## src/rtl/trace_pkg_v12.sv

```systemverilog
// Shared types for the latency-attribution trace packer: record layout, beat states, saturating adder.
// ATTR_PACKER_TIMESTAMP_EN adds a 64-bit capture timestamp to each record and a leading TS beat.
package trace_pkg_v12;

  typedef struct packed {
`ifdef ATTR_PACKER_TIMESTAMP_EN
    logic [63:0] ts;
`endif
    logic [31:0] seq;
    logic [31:0] total;
    logic [31:0] d_ingress;
    logic [31:0] d_core;
    logic [31:0] d_risk;
    logic [31:0] d_egress;
  } attr_record_t;

`ifdef ATTR_PACKER_TIMESTAMP_EN
  localparam int ATTR_BEATS = 4;
`else
  localparam int ATTR_BEATS = 3;
`endif

  typedef enum logic [2:0] {
    S_IDLE = 3'd0,
    S_B0   = 3'd1,
    S_B1   = 3'd2,
    S_B2   = 3'd3
`ifdef ATTR_PACKER_TIMESTAMP_EN
    , S_TS = 3'd4
`endif
  } attr_beat_t;

  // Four-way add carried at 34 bits so any overflow clamps to all-ones.
  function automatic logic [31:0] sat_add32(input logic [31:0] a, input logic [31:0] b,
                                            input logic [31:0] c, input logic [31:0] d);
    logic [33:0] s;
    s = {2'b00, a} + {2'b00, b} + {2'b00, c} + {2'b00, d};
    return (s[33:32] != 2'b00) ? 32'hFFFF_FFFF : s[31:0];
  endfunction

endpackage

```

## src/rtl/attr_fifo.sv

```systemverilog
// Synchronous first-word-fall-through FIFO of whole trace records.
// A push while full is accepted only when a pop happens in the same cycle.
module attr_fifo #(
  parameter int WIDTH = 8,
  parameter int DEPTH = 16
) (
  input  logic                     clk,
  input  logic                     rst_n,
  input  logic                     i_push,
  input  logic [WIDTH-1:0]         i_data,
  input  logic                     i_pop,
  output logic                     o_full,
  output logic                     o_empty,
  output logic [$clog2(DEPTH):0]   o_level,
  output logic [WIDTH-1:0]         o_head,
  output logic [WIDTH-1:0]         o_head_next
);

  localparam int AW = $clog2(DEPTH);
  localparam logic [AW-1:0] PTR_ONE   = 1;
  localparam logic [AW:0]   LVL_ONE   = 1;
  localparam logic [AW:0]   LVL_DEPTH = (AW+1)'(DEPTH);

  logic [WIDTH-1:0] r_mem [DEPTH];
  logic [AW-1:0]    r_wr_ptr;
  logic [AW-1:0]    r_rd_ptr;
  logic [AW:0]      r_level;
  logic             w_do_push;
  logic             w_do_pop;
  logic [AW-1:0]    w_rd_next;

  assign o_full      = (r_level == LVL_DEPTH);
  assign o_empty     = (r_level == '0);
  assign o_level     = r_level;
  assign w_do_push   = i_push & (~o_full | i_pop);
  assign w_do_pop    = i_pop & ~o_empty;
  assign w_rd_next   = r_rd_ptr + PTR_ONE;
  assign o_head      = r_mem[r_rd_ptr];
  // Lets the consumer preload the following record on the same edge it pops.
  assign o_head_next = r_mem[w_rd_next];

  always_ff @(posedge clk) begin
    if (w_do_push) r_mem[r_wr_ptr] <= i_data;
  end

  always_ff @(posedge clk or negedge rst_n) begin
    if (!rst_n) begin
      r_wr_ptr <= '0;
      r_rd_ptr <= '0;
      r_level  <= '0;
    end else begin
      if (w_do_push) r_wr_ptr <= r_wr_ptr + PTR_ONE;
      if (w_do_pop)  r_rd_ptr <= w_rd_next;
      case ({w_do_push, w_do_pop})
        2'b10:   r_level <= r_level + LVL_ONE;
        2'b01:   r_level <= r_level - LVL_ONE;
        default: r_level <= r_level;
      endcase
    end
  end

endmodule

```

## src/rtl/attr_trace_packer.sv

```systemverilog
// Stamps attribution pulses with seq/total, queues them, and streams each record as 64-bit beats.
// ATTR_PACKER_TIMESTAMP_EN adds a free-running cycle stamp sent as a TS beat ahead of B0.
module attr_trace_packer
  import trace_pkg_v12::*;
#(
  parameter int DEPTH = 16,
  parameter int CNT_W = 16
) (
  input  logic                     clk,
  input  logic                     rst_n,
  input  logic                     attr_valid,
  input  logic [31:0]              attr_d_ingress,
  input  logic [31:0]              attr_d_core,
  input  logic [31:0]              attr_d_risk,
  input  logic [31:0]              attr_d_egress,
  output logic                     out_valid,
  input  logic                     out_ready,
  output logic [63:0]              out_data,
  output logic                     out_last,
  output logic [$clog2(DEPTH):0]   fifo_level,
  output logic [CNT_W-1:0]         drop_count
);

  // Handshake: a beat transfers on a rising edge with out_valid & out_ready; while
  // valid is high and ready low, out_data/out_last hold and valid does not drop.

  localparam logic [$clog2(DEPTH):0] LVL_ONE = 1;
  localparam logic [CNT_W-1:0]       CNT_ONE = 1;
`ifdef ATTR_PACKER_TIMESTAMP_EN
  localparam attr_beat_t S_FIRST = S_TS;
`else
  localparam attr_beat_t S_FIRST = S_B0;
`endif

  attr_beat_t             r_state;
  attr_beat_t             w_next_state;
  logic [31:0]            r_seq;
  logic [CNT_W-1:0]       r_drop_count;
  logic [63:0]            r_out_data;
  logic                   r_out_last;
  attr_record_t           w_in_rec;
  attr_record_t           w_head;
  attr_record_t           w_head_next;
  attr_record_t           w_load_rec;
  logic                   w_pop;
  logic                   w_full;
  logic                   w_empty;
  logic                   w_drop;
  logic [$clog2(DEPTH):0] w_level;
`ifdef ATTR_PACKER_TIMESTAMP_EN
  logic [63:0]            r_ts;
`endif

  function automatic logic [63:0] beat_of(input attr_record_t rec, input attr_beat_t st);
    case (st)
`ifdef ATTR_PACKER_TIMESTAMP_EN
      S_TS:    return rec.ts;
`endif
      S_B0:    return {rec.seq, rec.total};
      S_B1:    return {rec.d_ingress, rec.d_core};
      S_B2:    return {rec.d_risk, rec.d_egress};
      default: return 64'd0;
    endcase
  endfunction

  always_comb begin
    w_in_rec           = '0;
    w_in_rec.seq       = r_seq;
    w_in_rec.total     = sat_add32(attr_d_ingress, attr_d_core, attr_d_risk, attr_d_egress);
    w_in_rec.d_ingress = attr_d_ingress;
    w_in_rec.d_core    = attr_d_core;
    w_in_rec.d_risk    = attr_d_risk;
    w_in_rec.d_egress  = attr_d_egress;
`ifdef ATTR_PACKER_TIMESTAMP_EN
    w_in_rec.ts        = r_ts;
`endif
  end

  attr_fifo #(.WIDTH($bits(attr_record_t)), .DEPTH(DEPTH)) u_fifo (
    .clk         (clk),
    .rst_n       (rst_n),
    .i_push      (attr_valid),
    .i_data      (w_in_rec),
    .i_pop       (w_pop),
    .o_full      (w_full),
    .o_empty     (w_empty),
    .o_level     (w_level),
    .o_head      (w_head),
    .o_head_next (w_head_next)
  );

  always_comb begin
    w_next_state = r_state;
    w_load_rec   = w_head;
    w_pop        = 1'b0;
    case (r_state)
      S_IDLE: if (!w_empty) w_next_state = S_FIRST;
`ifdef ATTR_PACKER_TIMESTAMP_EN
      S_TS:   if (out_ready) w_next_state = S_B0;
`endif
      S_B0:   if (out_ready) w_next_state = S_B1;
      S_B1:   if (out_ready) w_next_state = S_B2;
      S_B2: begin
        if (out_ready) begin
          w_pop = 1'b1;
          // Next record is either already queued behind the head or arriving this edge.
          if ((w_level > LVL_ONE) || attr_valid) begin
            w_next_state = S_FIRST;
            w_load_rec   = (w_level > LVL_ONE) ? w_head_next : w_in_rec;
          end else begin
            w_next_state = S_IDLE;
          end
        end
      end
      default: w_next_state = S_IDLE;
    endcase
  end

  assign w_drop = attr_valid & w_full & ~w_pop;

  always_ff @(posedge clk or negedge rst_n) begin
    if (!rst_n) begin
      r_state      <= S_IDLE;
      r_out_data   <= '0;
      r_out_last   <= 1'b0;
      r_seq        <= '0;
      r_drop_count <= '0;
    end else begin
      r_state    <= w_next_state;
      r_out_data <= beat_of(w_load_rec, w_next_state);
      r_out_last <= (w_next_state == S_B2);
      if (attr_valid) r_seq <= r_seq + 32'd1;
      if (w_drop && (r_drop_count != '1)) r_drop_count <= r_drop_count + CNT_ONE;
    end
  end

`ifdef ATTR_PACKER_TIMESTAMP_EN
  always_ff @(posedge clk or negedge rst_n) begin
    if (!rst_n) r_ts <= '0;
    else        r_ts <= r_ts + 64'd1;
  end
`endif

  assign out_valid  = (r_state != S_IDLE);
  assign out_data   = r_out_data;
  assign out_last   = r_out_last;
  assign fifo_level = w_level;
  assign drop_count = r_drop_count;

endmodule
```

## config.mk

```make
export PLATFORM = sky130hd
export DESIGN_NAME = attr_trace_packer
export DESIGN_NICKNAME = d
export VERILOG_FILES = /design/src/rtl/trace_pkg_v12.sv /design/src/rtl/attr_fifo.sv /design/src/rtl/attr_trace_packer.sv
export SDC_FILE = /design/constraint.sdc
export NUM_CORES = 2
export LEC_CHECK = 0
export ABC_CLOCK_PERIOD_IN_PS = 19300
export CAP_MARGIN = 5
export CORE_ASPECT_RATIO = 0.5
export CORE_UTILIZATION = 40
export CTS_CLUSTER_SIZE = 20
export DETAILED_ROUTE_END_ITERATION = 8
export GPL_TIMING_DRIVEN = 0
export PLACE_DENSITY_LB_ADDON = 0.15
export SYNTH_ARGS = -nofsm -noshare
export SYNTH_HDL_FRONTEND = slang
export SYNTH_SLANG_ARGS = --single-unit
```

## constraint.sdc

```tcl
create_clock -name clk -period 19.3 [get_ports clk]
set_input_delay 3.86 -clock clk [delete_from_list [all_inputs] [get_ports clk]]
set_output_delay 3.86 -clock clk [all_outputs]
set_load 0.03 [all_outputs]
```

==> results.sh <==
export IMPL_status="complete, but fails checks"
export IMPL_violations="max-capacitance violations, max-slew violations"
export IMPL_grt_pass1_wl_um=640000
export IMPL_synth_top_area_cell="edfxtp_1"
export IMPL_hold_path_class="flop to flop"
export IMPL_htreeDepth=5
export IMPL_port_buffers=217
export IMPL_clkLatencyLatePin_ns=0.94
export IMPL_fp_dieW_um=819
export IMPL_rows=149
export IMPL_critPathCaptureType="flop"
export IMPL_syn_nets=6286
export IMPL_fmax_mhz=107
export IMPL_peakVddDrop_mv=0.0922
export IMPL_drc=0
export IMPL_grt_pass1_vias=72498
export IMPL_critPathRequiredTime_ns=19.98
export IMPL_cts_setup_buffers=0
export IMPL_drt_iter0_drc=11658
export IMPL_maxCapViolCount=2
export IMPL_slew_headroom_pct=-1.20
export IMPL_power_density_nw_per_um2=151
export IMPL_dp_cells=11109
export IMPL_die_area_um2=336000
export IMPL_drt_wl_total_um=481000
export IMPL_synth_area_leaders="edfxtp_1 (69%), mux4_2 (21%), dfrtp_1 (2.4%)"
export IMPL_cts_sink_count=3201
export IMPL_ant_nets=0
export IMPL_synth_top_cell_area_share_pct=69.1
export IMPL_drt_vias_per_instance=6.33
export IMPL_fin_util_pct=47.2
export IMPL_synth_enable_flop_cells=3072
export IMPL_slew_viol_final=22
export IMPL_rsz0062_at_grt="false"
export IMPL_clock_skew_ns=0.0593
export IMPL_setup_violations=0
export IMPL_fin_crit_sh_pct=48.3
export IMPL_cts_buffer_depth=4
export IMPL_ys_seq_area_share_pct=71.6
export IMPL_synthFlopType="edfxtp_1"
export IMPL_ios=219
export IMPL_cts_clk_slew_worst_paths_ns=0.06
export IMPL_yosysWarnings=0
export IMPL_netlist_instances=6046
export IMPL_cts_resized=0
export IMPL_crit_type="input port to flop"
export IMPL_root_buffer="clkbuf_16"
export IMPL_ys_seq_elements=3201
export IMPL_hold_violations=0
export IMPL_drive_gt1_share_pct=32.4
export IMPL_worst_pin_slew_ns=1.52
export IMPL_fin_nets=7210
export IMPL_routabilityCongestion=0.918
export IMPL_grt_start_max_net_pins=73
export IMPL_wl_per_cell_um=41.2
export IMPL_period_needed_ns=9.33
export IMPL_initial_core_util_pct=40.3
export IMPL_instances_no_fill=11666
export IMPL_syn_area_per_cell_um2=22.1
export IMPL_die_y_um=410
export IMPL_grt_use_total_pct=28.2
export IMPL_async_flop_share_pct=4.03
export IMPL_drt_pass1_iter_count=6
export IMPL_holdBufCountCts=0
export IMPL_grt_ovfl_total=0
export IMPL_critPathLaunchType="input port"
export IMPL_cts_tree="built"
export IMPL_fin_hold_ws_ns=0.503
export IMPL_synth_cell_types=72
export IMPL_antenna_found_initial=43
export IMPL_cts_buffers=305
export IMPL_p_leak_uw=0.0493
export IMPL_path_max_fanout=17
export IMPL_synthesis_area_um2=133000
export IMPL_num_vias=73871
export IMPL_dp_hpwl_um=338000
export IMPL_critPathArrivalTime_ns=10.00
export IMPL_syn_to_final_growth_pct=17.0
export IMPL_coreArea_um2=331000
## per-layer routing
metal	routed length [um]	track usage [%]	vias up
met4	19400	9.78	14
met1	189000	39.6	40567
met5	90	0	-
met2	215000	42.3	4994
met3	58200	8.46	789
li1	-	-	27507
## path summary, 6_finish.rpt
path	end	cells past startpoint	startpoint	slack, ns
min	drop_count[6]$_DFFE_PN0P_	1	drop_count[6]$_DFFE_PN0P_	0.50
max	out_data[17]$_DFF_PN0_	16	attr_d_ingress[15]	9.97
max reg2reg	out_data[62]$_DFF_PN0_	9	u_fifo.r_rd_ptr[1]$_DFFE_PN0P_	12.84
min in group asynchronous	out_data[51]$_DFF_PN0_	1	rst_n	2.84
min reg2reg	drop_count[6]$_DFFE_PN0P_	1	drop_count[6]$_DFFE_PN0P_	0.50
max in group asynchronous	out_data[63]$_DFF_PN0_	2	rst_n	15.40
## registers in the layout, indices dropped and copies added, names as in the netlist
signal,flops
out_last,1
u_fifo.r_wr_ptr,4
out_data,64
drop_count,16
u_fifo.r_rd_ptr,4
u_fifo.o_level,5
r_seq,32
r_state,3
u_fifo.r_mem,3072
## logic make-up (layout without fill, tap and decap cells)
kind of cell    Yosys count  after routing  synth area share (%)
compound gates          322            322                  1.55
xor+xnor                 89             89                 0.584
fa+ha+maj               108            108                  1.37
buf+inv                 558           1716                  1.74
flops                  3201           3201                  71.6
mux                    1307           1307                  21.6
other cells               1              9               0.00281
simple gates            460            460                  1.63
## critical path, cell delays in order
cell and delay, ns:
clkdlybuf4s50_1 0.83, inv_1 0.40, fa_1 0.70, fa_1 0.54, inv_1 0.05, ha_1 0.37, nand2_1 0.15, or4_1 0.52
or3_4 0.37, a31oi_4 0.29, a41o_1 0.26, a31o_4 0.19, nand2_4 0.14, buf_6 0.20, o21ai_1 0.68, o21ai_0 0.43
## power breakdown
part | internal [uW] | total [uW] | leakage (uW) | switching [uW]
Combinational | 3380 | 8540 | 0.0155 | 5160
Sequential | 8620 | 8890 | 0.0290 | 270
Clock | 3410 | 6100 | 0.00480 | 2690
Total | 15400 | 23500 | 0.0493 | 8120
## cell usage in the layout (no fill, tap or decap), types with 45 or more instances in the layout
master,instances
clkbuf_1,173
nand3_1,46
buf_4,170
o21ai_0,49
fa_1,64
edfxtp_1,3072
nor2_1,59
a21oi_1,93
buf_8,45
dfrtp_1,129
clkinv_2,53
inv_1,204
clkinv_1,47
buf_6,123
buf_2,150
clkdlybuf4s50_1,216
mux2i_1,48
clkbuf_16,309
nand2_1,203
buf_1,55
xnor2_1,56
mux4_2,1252
## Yosys cell counts, types with 14 or more instances
library cell / number
edfxtp_1: 3072
mux4_2: 1252
inv_1: 204
nand2_1: 203
clkbuf_1: 132
dfrtp_1: 129
buf_2: 127
a21oi_1: 93
buf_1: 80
nor2_1: 66
fa_1: 64
xnor2_1: 56
o21ai_0: 49
mux2i_1: 48
nand3_1: 46
ha_1: 44
o22ai_1: 39
xor2_1: 33
and3_1: 29
nor2b_1: 28
or2_2: 20
nand4_1: 18
a31oi_1: 17
nor3_1: 15
a221oi_1: 14
## through the flow
stage,setup TNS [ns],total power (uW),cell area (um2),worst slack (ns)
after floorplan,-3692.62,13900,133000,-4.81
after global placement,-,17800,141000,-35.30
after detailed placement,0,17400,146000,9.04
after CTS,0,23500,156000,10.02
after global routing,0,24100,156000,9.58
final,0,23500,156000,9.97
## cell type report
type                    count  area, um2
plain buffers             352       1620
fillers                 27165     175000
inverters                 206        773
well taps                4454       5570
diodes                      8       20.0
multi-input cells        2287      35700
flip-flops and latches   3201      95500
clock inverters           149       1550
clock buffers             392       8200
repair buffers            617       7150
(Power assumes the default switching activity.)
